[src/rtl/cache_pkg.sv]
// cache_types: shared types for the direct-mapped L1 cache.
// Address split, line/tag types, FSM states, byte merge.
package cache_types;
  localparam int IDX_BITS = 3;
  localparam int OFF_BITS = 4;
  localparam int NUM_SETS = 2 ** IDX_BITS;

  typedef logic [8:0]   lc3b_c_tag;
  typedef logic [2:0]   lc3b_c_index;
  typedef logic [2:0]   lc3b_c_word;
  typedef logic [127:0] lc3b_c_line;

  typedef enum logic [1:0] {
    S_IDLE,
    S_WRITEBACK,
    S_ALLOCATE
  } cache_state_e;

  // Merge the enabled byte lanes of wdata into word w of a line.
  function automatic lc3b_c_line merge_word(
    input lc3b_c_line  line,
    input lc3b_c_word  w,
    input logic [15:0] wdata,
    input logic [1:0]  be
  );
    lc3b_c_line r;
    r = line;
    if (be[0]) r[{w, 4'd0} +: 8] = wdata[7:0];
    if (be[1]) r[{w, 4'd8} +: 8] = wdata[15:8];
    return r;
  endfunction
endpackage

[src/rtl/cache_control.sv]
// cache_control: IDLE / WRITEBACK / ALLOCATE miss FSM.
// pmem strobes are registered; mem_resp is a same-cycle hit.
module cache_control
  import cache_types::*;
(
  input  logic clk,
  input  logic rst,
  input  logic hit,
  input  logic dirty,
  input  logic mem_read,
  input  logic mem_write,
  input  logic pmem_resp,
  output logic mem_resp,
  output logic pmem_read,
  output logic pmem_write,
  output logic load_line,
  output logic load_word,
  output logic set_dirty,
  output logic clr_dirty,
  output logic pmemaddr_sel
);
  cache_state_e state_q, state_d;
  logic pmem_read_q, pmem_read_d;
  logic pmem_write_q, pmem_write_d;
  logic req;
  logic idle;

  assign req  = mem_read | mem_write;
  assign idle = (state_q == S_IDLE);

  // Next state and next pmem strobes.
  always_comb begin
    state_d      = state_q;
    pmem_read_d  = 1'b0;
    pmem_write_d = 1'b0;
    unique case (state_q)
      S_IDLE: begin
        if (req && !hit) begin
          if (dirty) begin
            state_d      = S_WRITEBACK;
            pmem_write_d = 1'b1;
          end else begin
            state_d     = S_ALLOCATE;
            pmem_read_d = 1'b1;
          end
        end
      end
      S_WRITEBACK: begin
        if (pmem_resp) begin
          state_d     = S_ALLOCATE;
          pmem_read_d = 1'b1;
        end else begin
          pmem_write_d = 1'b1;
        end
      end
      S_ALLOCATE: begin
        if (pmem_resp) state_d = S_IDLE;
        else pmem_read_d = 1'b1;
      end
      default: state_d = S_IDLE;
    endcase
  end

  // State and registered pmem strobes; reset aborts any miss.
  always_ff @(posedge clk or posedge rst) begin
    if (rst) begin
      state_q      <= S_IDLE;
      pmem_read_q  <= 1'b0;
      pmem_write_q <= 1'b0;
    end else begin
      state_q      <= state_d;
      pmem_read_q  <= pmem_read_d;
      pmem_write_q <= pmem_write_d;
    end
  end

  assign pmem_read    = pmem_read_q;
  assign pmem_write   = pmem_write_q;
  assign mem_resp     = idle & req & hit;
  assign load_word    = idle & hit & mem_write;
  assign set_dirty    = load_word;
  assign load_line    = (state_q == S_ALLOCATE) & pmem_resp;
  assign clr_dirty    = load_line;
  assign pmemaddr_sel = (state_q == S_WRITEBACK);
endmodule

[src/rtl/cache.sv]
// cache: direct-mapped write-back write-allocate L1.
// Holds tag/line arrays, hit compare, word merge and muxes.
module cache
  import cache_types::*;
(
  input  logic         clk,
  input  logic         rst,
  input  logic [15:0]  mem_address,
  input  logic         mem_read,
  input  logic         mem_write,
  input  logic [1:0]   mem_byte_enable,
  input  logic [15:0]  mem_wdata,
  output logic [15:0]  mem_rdata,
  output logic         mem_resp,
  output logic [15:0]  pmem_address,
  output logic         pmem_read,
  output logic         pmem_write,
  output logic [127:0] pmem_wdata,
  input  logic [127:0] pmem_rdata,
  input  logic         pmem_resp
);
  lc3b_c_tag   addr_tag;
  lc3b_c_index idx;
  lc3b_c_word  word;
  logic        unused_bit0;

  logic [NUM_SETS-1:0] valid_q, valid_d;
  logic [NUM_SETS-1:0] dirty_q, dirty_d;
  lc3b_c_tag  tag_q  [NUM_SETS];
  lc3b_c_line line_q [NUM_SETS];
  lc3b_c_line line_d;

  logic hit;
  logic load_line, load_word;
  logic set_dirty, clr_dirty;
  logic pmemaddr_sel;

  assign addr_tag    = mem_address[15:7];
  assign idx         = mem_address[6:4];
  assign word        = mem_address[3:1];
  assign unused_bit0 = mem_address[0];

  assign hit = valid_q[idx] && (tag_q[idx] == addr_tag);

  cache_control u_ctrl (
    .clk          (clk),
    .rst          (rst),
    .hit          (hit),
    .dirty        (dirty_q[idx]),
    .mem_read     (mem_read),
    .mem_write    (mem_write),
    .pmem_resp    (pmem_resp),
    .mem_resp     (mem_resp),
    .pmem_read    (pmem_read),
    .pmem_write   (pmem_write),
    .load_line    (load_line),
    .load_word    (load_word),
    .set_dirty    (set_dirty),
    .clr_dirty    (clr_dirty),
    .pmemaddr_sel (pmemaddr_sel)
  );

  // Next valid/dirty bits and the line to store at idx.
  always_comb begin
    valid_d = valid_q;
    dirty_d = dirty_q;
    if (load_line) valid_d[idx] = 1'b1;
    if (clr_dirty) dirty_d[idx] = 1'b0;
    if (set_dirty) dirty_d[idx] = 1'b1;
    if (load_line) line_d = pmem_rdata;
    else line_d = merge_word(line_q[idx], word,
                             mem_wdata, mem_byte_enable);
  end

  // Valid/dirty state, cleared asynchronously.
  always_ff @(posedge clk or posedge rst) begin
    if (rst) begin
      valid_q <= '0;
      dirty_q <= '0;
    end else begin
      valid_q <= valid_d;
      dirty_q <= dirty_d;
    end
  end

  // Tag and line storage; contents survive reset.
  always_ff @(posedge clk) begin
    if (load_line || load_word) line_q[idx] <= line_d;
    if (load_line) tag_q[idx] <= addr_tag;
  end

  assign mem_rdata    = line_q[idx][{word, 4'd0} +: 16];
  assign pmem_wdata   = line_q[idx];
  assign pmem_address = pmemaddr_sel
    ? {tag_q[idx], idx, {OFF_BITS{1'b0}}}
    : {addr_tag,   idx, {OFF_BITS{1'b0}}};
endmodule

[config.mk]
export PLATFORM = sky130hd
export DESIGN_NAME = cache
export DESIGN_NICKNAME = d
export VERILOG_FILES = /design/src/rtl/cache_pkg.sv /design/src/rtl/cache_control.sv /design/src/rtl/cache.sv
export SDC_FILE = /design/constraint.sdc
export NUM_CORES = 1
export LEC_CHECK = 0
export ABC_AREA = 1
export CAP_MARGIN = 5
export CORE_AREA = 2 2 363 365
export DETAILED_ROUTE_END_ITERATION = 8
export DIE_AREA = 0 0 365 367
export SLEW_MARGIN = 20
export SYNTH_ARGS = -nofsm -noshare
export SYNTH_HDL_FRONTEND = slang
export SYNTH_SLANG_ARGS = --single-unit
[constraint.sdc]
create_clock -name clk -period 6.35 [get_ports clk]
set_input_delay 1.27 -clock clk [delete_from_list [all_inputs] [get_ports clk]]
set_output_delay 1.27 -clock clk [all_outputs]
set_load 0.03 [all_outputs]
==> results.md <==
- Status: complete, no violations
- FFs w/ async S/R, synth: 0.01792
- Arrival time worst endpoint: roughly 4.5 ns
- Final net count: ~4300
- DR vias: 32400
- Post-route ant nets: 0
- Clock Sinks: 1116
- Hold buffers post-CTS: 0
- CP required: 5.08 ns
- Hold Path Class: reg -> reg
- IO buf count: 324
- Final setup vio count: 0
- Hold path cells: 2
- H-tree levels: 3
- Starting density of the core: 0.3466
- Dominant synthesized flop cell: edfxtp_1
- Slew Viols, Final: 0
- Worst Skew: 0.06887 ns
- Number of max-cap violations: 0
- Pwr/cell area: 311.9 nW/um^2
- Worst Setup End Kind: output pin
- Total gr overflow: 0
- Total Power: 17.46 mW
- Die ar.: 134000 sq um
- Worst-Margin Slew: 1.138 ns
- CTS tree: yes
- HPWL Detailed: around 100000 microns
- RSZ-0062 raised after global routing: false
- Post-CTS Resized: 0
- Relative slew margins: 0.2336
- Clock-pin slew on the worst setup and hold paths: roughly 0.060 ns
- Share of layout cells above drive strength 1: 0.1080
- Worst-Skew Late Latency: 0.73 ns
- Die Ht: 367 microns
- Worst-path fanout max: 39
- Cts bufs inserted: 112
- First-pass GRT wire length: ~220000 microns
- Ports: 330
- Cell Rows: 133
- GRT Util Overall: 0.2333
- P&R area growth vs syn: 23.84%
- Number of flops mapped to enable cells by yosys: 1096
- CP Class: in -> out
- Core footprint: 130500 sq um
- Pin count of the biggest net entering global routing: 146
- DR pass1 iterations: 6
- First DRT Iteration DRCs: 4565
- Via density: 5.409
- Synthesized area: 45220 sq um
- Min Tclk post-route: 5.783 ns
- FF-to-FF path depth: 10
- Fmax: 172.9 MHz
- Antenna violations before repair: 8
- Avg Cell Area, Syn: between 10 and 15 sq um
- Sequential cell area fraction in the yosys report: 0.7389
- Clock root buffer: clkbuf_16
- Placer Congestion: 0.8387
- Final hold violations: 0
- Synth warn: 0
- Setup crit start kind: input port
- Fin crit share: 0.9107
- Setup TNS: 0 ns
- Setup Fix Bufs, Post-CTS: 0
- Die width: 365 microns
- Avg WL per Cell: 26.71 microns
- Clk buf depth: 3
- Synth unique cells: 38
- Peak VDD IR: 0.2539 mV
- P_leak: 20.00 nW
- Drt drc: 0
- Synthesized instance count: between 3000 and 4000
- Routed wire length: 160000 microns
- Synth Register Bits: 1116
- Vias in the first global route: a little under 30000
[metrics by stage]
| stage | setup slack, ns | cell area (sq um) | hold slack (ns) | utilization | instances |
|---|---|---|---|---|---|
| 3_5_place_dp | 0.5635 | 52500 | 0.4344 | 0.4024 | 5781 |
| 2_1_floorplan | 0.5613 | 45230 | 0.4194 | - | 3704 |
| 6_report | 0.5671 | 56000 | 0.4474 | 0.4292 | 5990 |
| 3_3_place_gp | 0.5481 | 52500 | 0.4307 | 0.4024 | 5781 |
| 4_1_cts | 0.5619 | 55990 | 0.4488 | 0.4291 | 5986 |
| 5_1_grt | 0.3663 | 55990 | 0.4812 | 0.4292 | 5987 |
[per-layer routing]
layer | track usage | share of wire | vias up
li1 | - | - | 14150
met4 | 0.06758 | 0.031 | 8
met3 | 0.06232 | 0.12 | 239
met1 | 0.3460 | 0.42 | 16050
met5 | 0 | 0.00029 | -
met2 | 0.3335 | 0.43 | 1955
[registers in the layout, summed over array words and instances (netlist names)]
register           cells
valid_q                8
dirty_q                8
u_ctrl.state_q         2
u_ctrl.pmem_write      1
u_ctrl.pmem_read       1
tag_q                 72
line_q              1024
[cells in the mapped netlist (all sizes together) (7+ instances only)]
master | number | area share
inv | 121 | 0.010
nand3b | 12 | 0.0020
nand2 | 1269 | 0.11
a22oi | 108 | 0.018
o21ai | 188 | 0.021
buf | 89 | 0.010
a21oi | 118 | 0.013
edfxtp | 1096 | 0.73
nor2 | 230 | 0.020
a221oi | 71 | 0.014
a22o | 28 | 0.0054
nand3 | 79 | 0.0087
clkbuf | 97 | 0.0081
or2 | 11 | 0.0015
dfrtp | 20 | 0.011
a211oi | 7 | 0.0012
a31oi | 23 | 0.0032
nand4 | 102 | 0.014
[worst paths after layout]
path	startpoint	endpoint	slack, ns
max	mem_address[5]	mem_rdata[7]	0.57
max in group asynchronous	rst	dirty_q[6]	4.83
min	valid_q[4]	valid_q[4]	0.45
max reg2reg	u_ctrl.state_q[1]	line_q[1][20]	3.04
min in group asynchronous	rst	u_ctrl.pmem_read	1.00
min reg2reg	valid_q[4]	valid_q[4]	0.45
[cell families after synthesis]
group / after synthesis / share of synthesized area
buffers and inverters: 307 / 0.02839
XOR/XNOR: 1 / 0.0001937
AO/OA/AOI/OAI: 557 / 0.07778
adder cells (fa/ha/maj): 6 / 0.001660
AND/OR/NAND/NOR: 1713 / 0.1530
other: 1 / 0.00008293
flip-flops: 1116 / 0.7389
[final cells by class]
| class | instances | area [sq um] |
|---|---|---|
| fill | 12050 | 74470 |
| clock buffer | 142 | 2947 |
| multi-input combinational | 2281 | 10660 |
| sequential | 1116 | 33410 |
| antenna | 4 | 10.01 |
| timing repair buffer | 508 | 5768 |
| inverter | 121 | 460.4 |
| clock inverter | 63 | 546.8 |
| tap | 1755 | 2196 |
[worst max-delay path, stage by stage]
cell             delay (ns)
clkdlybuf4s50_1        0.65
buf_4                  0.29
inv_2                  0.06
nand2_1                0.16
nor2_4                 0.18
buf_12                 0.28
buf_4                  0.26
nand2_1                0.07
nand2_1                0.07
a221oi_1               0.04
nand2_1                0.30
nand2_1                0.20
nand2_1                0.11
nor2_1                 0.05
nor2_1                 0.12
buf_4                  0.18
buf_12                 0.12
[report_power, final]
part	total (mW)	switching, mW	internal [mW]
clock	6.33	2.80	3.52
combinational	2.46	1.74	0.726
sequential	8.68	0.0450	8.63
total	17.5	4.59	12.9
[cell usage in the layout, fill, tap and decap left out, drive strengths merged, types with 71 or more instances in the layout]
| master | n |
|---|---|
| nand2 | 1269 |
| inv | 121 |
| nand4 | 102 |
| a22oi | 108 |
| edfxtp | 1096 |
| a21oi | 118 |
| o21ai | 188 |
| nand3 | 79 |
| clkbuf | 142 |
| clkdlybuf4s50 | 238 |
| nor2 | 230 |
| a221oi | 71 |
| buf | 270 |
No activity file was read; power rests on OpenSTA's default activity.
